$ cat config.mk
export PLATFORM = sky130hd
export DESIGN_NAME = iaxi_boot_responder
export DESIGN_NICKNAME = d
export VERILOG_FILES = /design/src/rtl/iaxi_boot_responder.sv
export SDC_FILE = /design/constraint.sdc
export NUM_CORES = 1
export LEC_CHECK = 0
export ABC_AREA = 1
export ABC_CLOCK_PERIOD_IN_PS = 3700
export CORE_MARGIN = 2
export CORE_UTILIZATION = 51
export DETAILED_ROUTE_END_ITERATION = 7
export PLACE_DENSITY = 0.78
export SLEW_MARGIN = 20
export SYNTH_ARGS = -nofsm -noshare
export SYNTH_HDL_FRONTEND = slang
export SYNTH_SLANG_ARGS = --single-unit
$ cat constraint.sdc
create_clock -name clk -period 3.7 [get_ports clk]
set_input_delay 0.37 -clock clk [delete_from_list [all_inputs] [get_ports clk]]
set_output_delay 0.37 -clock clk [all_outputs]
set_load 0.05 [all_outputs]
$ cat src/rtl/iaxi_boot_responder.sv
// rtl/iaxi_boot_responder.sv - boot image read responder with request FIFO and in-order memory port
module iaxi_boot_responder #(
   parameter int                    ADDR_WIDTH = 32,
   parameter int                    DATA_WIDTH = 32,
   parameter logic [ADDR_WIDTH-1:0] BOOT_BASE  = 32'h0000_0000,
   parameter logic [ADDR_WIDTH-1:0] BOOT_SIZE  = 32'h0000_8000,
   parameter int                    DEPTH      = 2
) (
   input  logic                  clk,
   input  logic                  rst,
   input  logic                  itcm_access_AXI,
   input  logic [ADDR_WIDTH-1:0] itcm_auto_load_addr,
   output logic                  IAXI_ready,
   output logic [DATA_WIDTH-1:0] IAXI_read_data,
   output logic                  IAXI_read_data_valid,
   output logic                  mem_req,
   output logic [ADDR_WIDTH-1:0] mem_addr,
   input  logic                  mem_gnt,
   input  logic [DATA_WIDTH-1:0] mem_rdata,
   input  logic                  mem_rvalid,
   output logic                  resp_err,
   output logic                  protocol_err,
   output logic [15:0]           served_cnt
);

   localparam int              PW      = $clog2(DEPTH) + 1;
   localparam int              SLOTS   = 1 << PW;
   localparam logic [PW-1:0]   DEPTH_C = PW'(DEPTH);
   localparam logic [PW-1:0]   LAST_C  = PW'(DEPTH - 1);

   logic                  en_q;
   logic [ADDR_WIDTH-1:0] fifo_addr [SLOTS];
   logic                  fifo_oor  [SLOTS];
   logic [PW-1:0]         wr_ptr, rd_ptr, count, inflight;

   logic [ADDR_WIDTH-1:0] req_addr;
   logic [ADDR_WIDTH:0]   req_off;
   logic                  req_oor;
   logic                  unused_addr_bits;

   logic                  head_valid, head_oor;
   logic [ADDR_WIDTH-1:0] head_addr;
   logic                  push, grant, oor_pop, pop, rsp_ok, stray;

   logic [DATA_WIDTH-1:0] rdata_q;
   logic                  valid_q, err_q, perr_q;
   logic [15:0]           served_q;

   // Word-align the request and classify it against the image window; the
   // extra offset bit is the borrow that flags addresses below the base.
   assign req_addr         = {itcm_auto_load_addr[ADDR_WIDTH-1:2], 2'b00};
   assign req_off          = {1'b0, req_addr} - {1'b0, BOOT_BASE};
   assign req_oor          = req_off[ADDR_WIDTH] || (req_off[ADDR_WIDTH-1:0] >= BOOT_SIZE);
   assign unused_addr_bits = ^itcm_auto_load_addr[1:0];

   // Head-of-queue decode and the handshake events derived from it
   always_comb begin
      head_valid = (count != '0);
      head_addr  = fifo_addr[rd_ptr];
      head_oor   = fifo_oor[rd_ptr];
      IAXI_ready = en_q && (count != DEPTH_C);
      push       = itcm_access_AXI && IAXI_ready;
      mem_req    = head_valid && !head_oor && (inflight < DEPTH_C);
      mem_addr   = mem_req ? head_addr : '0;
      grant      = mem_req && mem_gnt;
      // An out-of-range head answers only once every earlier read has drained,
      // so its error response cannot overtake them.
      oor_pop    = head_valid && head_oor && (inflight == '0) && !mem_rvalid;
      pop        = grant || oor_pop;
      rsp_ok     = mem_rvalid && (inflight != '0);
      stray      = mem_rvalid && (inflight == '0);
   end

   // Enable goes high one edge after reset release
   always_ff @(posedge clk or posedge rst) begin
      if (rst) en_q <= 1'b0;
      else     en_q <= 1'b1;
   end

   // Request FIFO storage; contents are don't-care while empty
   always_ff @(posedge clk) begin
      if (push) begin
         fifo_addr[wr_ptr] <= req_addr;
         fifo_oor[wr_ptr]  <= req_oor;
      end
   end

   // FIFO pointers and occupancy
   always_ff @(posedge clk or posedge rst) begin
      if (rst) begin
         wr_ptr <= '0;
         rd_ptr <= '0;
         count  <= '0;
      end else begin
         if (push) wr_ptr <= (wr_ptr == LAST_C) ? '0 : wr_ptr + PW'(1);
         if (pop)  rd_ptr <= (rd_ptr == LAST_C) ? '0 : rd_ptr + PW'(1);
         case ({push, pop})
            2'b10:   count <= count + PW'(1);
            2'b01:   count <= count - PW'(1);
            default: count <= count;
         endcase
      end
   end

   // Outstanding memory reads: up on grant, down on a matched rvalid
   always_ff @(posedge clk or posedge rst) begin
      if (rst) begin
         inflight <= '0;
      end else begin
         case ({grant, rsp_ok})
            2'b10:   inflight <= inflight + PW'(1);
            2'b01:   inflight <= inflight - PW'(1);
            default: inflight <= inflight;
         endcase
      end
   end

   // Registered response: memory data, or zero with error for out-of-range
   always_ff @(posedge clk or posedge rst) begin
      if (rst) begin
         rdata_q  <= '0;
         valid_q  <= 1'b0;
         err_q    <= 1'b0;
         perr_q   <= 1'b0;
         served_q <= '0;
      end else begin
         valid_q <= rsp_ok || oor_pop;
         err_q   <= oor_pop;
         if (rsp_ok)       rdata_q <= mem_rdata;
         else if (oor_pop) rdata_q <= '0;
         if (rsp_ok || oor_pop) served_q <= served_q + 16'd1;
         if (stray) perr_q <= 1'b1;
      end
   end

   assign IAXI_read_data       = rdata_q;
   assign IAXI_read_data_valid = valid_q;
   assign resp_err             = err_q;
   assign protocol_err         = perr_q;
   assign served_cnt           = served_q;

endmodule

==> out/results.ini, run 1 <==
[timing]
rsz0062_at_grt = false
final-setup-viol-count = 0
hold_violations = 0
slew_headroom = 0.391
fin_skew_ps = 9.04
worstMarginPinSlew_ps = 912
max_freq_mhz = 302
finalCritPeriodShare = 0.896
layout_min_cycle_time_ps = 3320
slew_viol_final = 0

[worst_setup_path]
critical_path_class = register to output pin
crit_fanout = 26
end_kind = output pin
worstReg2RegStart = rd_ptr[0]$_DFFE_PP0P_
startpoint_type = register
crit_arrival_ps = 2950
r2r_end = count[1]$_DFFE_PP0P_
reg2regPathDepth = 10
required_ps = 3330
r2r_slack_ps = 1300

[placement]
hpwlAfterDp_microns = 11600
gp_congestion = 0.835
dpl.cell_count = 1032
portBuffers = 149
place_area_sq_mm = 0.00943

[detailed_routing]
routed_via_density = 5.49
drtIter0Drc = 474
dr.pass1.iters = 7
drt_wl_total_microns = 18500
final_antenna_net_count = 0
num_vias = 5845
drc = 0
wl_per_cell_microns = 17.4

[clock_tree]
clk_pin_slew_ps = 70
clock_sinks = 184
cts_resized = 0
cts_tree = built
worstSkewPairLatency_ps = 430
cts_max_path_buffers = 2
root_buffer = clkbuf_16
numCtsBuffers = 17
cts_hold_buffers = 0
htreeDepth = 4
post_cts_buffers = 0

[synth]
yosys_warnings = 0
synth_flop_cell = edfxtp_1
yosysTopAreaCellShare = 0.487
yosys.area.top_type = edfxtp_1
netlist_top_cells_count = nand2_1, nor2_1, edfxtp_1
synth_seq_cells = 184
synthCells = 723
ys_types = 29
synth_most_common_cell = nand2_1
syn_area_sq_mm = 0.00765
synth-seq-area-share = 0.683
synth_edf_count = 124
syn_avg_cell_area_sq_um = 10.6
synth-async-reset-ratio = 0.326
synth.area.top_cells = edfxtp_1, dfrtp_1, nand2_1

[die]
die_h_microns = 127
pin_count = 154
row_count = 44
initial_core_util = 0.525
die-area_sq_mm = 0.0160
core_sq_mm = 0.0146
die_w_microns = 127

[pwr]
p_per_area_mw_per_mm2 = 763
ir_worst_vdd_mv = 0.379
p_total_uw = 7680
p_leak_uw = 0.00397

[min_path]
min_from = mem_rdata[13]
hold-path-endpoint = IAXI_read_data[13]$_DFFE_PP0P_
hold_path_class = input port to register
hold_depth = 3

[final_layout]
area_delta_synth_final_pct = 31.5
drive_gt1_frac = 0.106
final_cells = 1064
seq_area_sq_mm = 0.00523
post-route-util = 0.690
multi_input_area_sq_mm = 0.00218
final_nets = 939
n_antenna_cell = 0
final_area_sq_mm = 0.0101
fill_cells = 991

[run_status]
status = complete, no violations

[global_routing]
grt_pass1_vias = 5879
track_usage = 0.239
grt_max_degree = 53
grt_pass1_wl_microns = 29800
grt_overflow = 0
antenna_found_initial = 0

[flow_run]
maxCapViolations = 0

power by group:
group	switching (uW)	leakage, uW	internal, uW
clock network	826	0.000305	1100
registers	231	0.00187	2540
logic	2040	0.00180	947
how the worst max path moves through the flow:
stage / end / slack, ps / start
after floorplan: fifo_addr[1][0]$_DFFE_PP_ / -470 / count[1]$_DFFE_PP0P_
after global placement: mem_addr[10] / 860 / rd_ptr[0]$_DFFE_PP0P_
after detailed placement: mem_addr[17] / 770 / rd_ptr[0]$_DFFE_PP0P_
after CTS: mem_addr[17] / 340 / rd_ptr[0]$_DFFE_PP0P_
after global routing: mem_addr[17] / 130 / rd_ptr[0]$_DFFE_PP0P_
final: mem_addr[17] / 380 / rd_ptr[0]$_DFFE_PP0P_
sequential cells by signal (all words and copies together), names as in the netlist:
name and flops:
inflight 2, IAXI_read_data_valid 1, rd_ptr 2, en_q 1
resp_err 1, fifo_oor 4, count 2, fifo_addr 120
served_cnt 16, IAXI_read_data 32, protocol_err 1, wr_ptr 2
critical path, stage by stage, from the launching register on:
cell and delay (ps):
dfrtp_2 660, inv_2 240, nand2_1 110, nand3_1 130, nand2_1 130, nand2_1 410, buf_4 390, a21oi_1 250
buf_12 180
kinds of logic (layout without fill, tap and decap cells):
family / Yosys count / in the layout / synth area share
compound gates: 99 / 99 / 0.0657
xor+xnor: 11 / 11 / 0.0126
fa+ha+maj: 3 / 3 / 0.00490
buf+inv: 61 / 217 / 0.0361
flops: 184 / 184 / 0.683
other cells: 2 / 3 / 0.000981
simple gates: 363 / 363 / 0.197
layer usage:
metal  global-route usage  vias to the layer above  wire (microns)
li1                     -                     2738               -
met1                0.306                     2830            7090
met2                0.406                      242            9740
met3               0.0464                       35            1220
met4               0.0905                        0             432
met5                    0                        -               0
placed cells by master (no fill, tap or decap), drive strengths merged:
cell	n
nand2	146
nor2	142
edfxtp	124
clkdlybuf4s50	118
o21ai	64
nand3	62
dfrtp	60
buf	45
a21oi	32
inv	29
clkbuf	17
xor2	6
nand4	6
xnor2	5
nor4	4
ha	3
conb	3
bufinv	3
nor3	3
clkinv	3
clkinvlp	2
a21boi	1
a31o	1
a31oi	1
per-stage QoR:
step / hold slack (ps) / setup slack (ps) / TNS [ps]
2_1_floorplan: 458 / -473 / -29340
4_1_cts: 460 / 337 / 0
6_report: 470 / 385 / 0
5_1_grt: 473 / 131 / 0
3_3_place_gp: 461 / 862 / 0
3_5_place_dp: 468 / 772 / 0
final cells by class:
| cell class | instances | share of cell area |
|---|---|---|
| inverter | 22 | 0.00821 |
| tap | 184 | 0.0229 |
| clock buffer | 17 | 0.0423 |
| clock inverter | 15 | 0.0209 |
| multi-input combinational | 479 | 0.217 |
| sequential | 184 | 0.519 |
| timing repair buffer | 163 | 0.170 |
Note: power is estimated with default switching activity, not from simulation.
==> run 2: changes to the inputs <==
- GPL_ROUTABILITY_DRIVEN: default -> 1
==> results of run 2 <==
Final layout, timing and power as in run 1 (identical DEF).
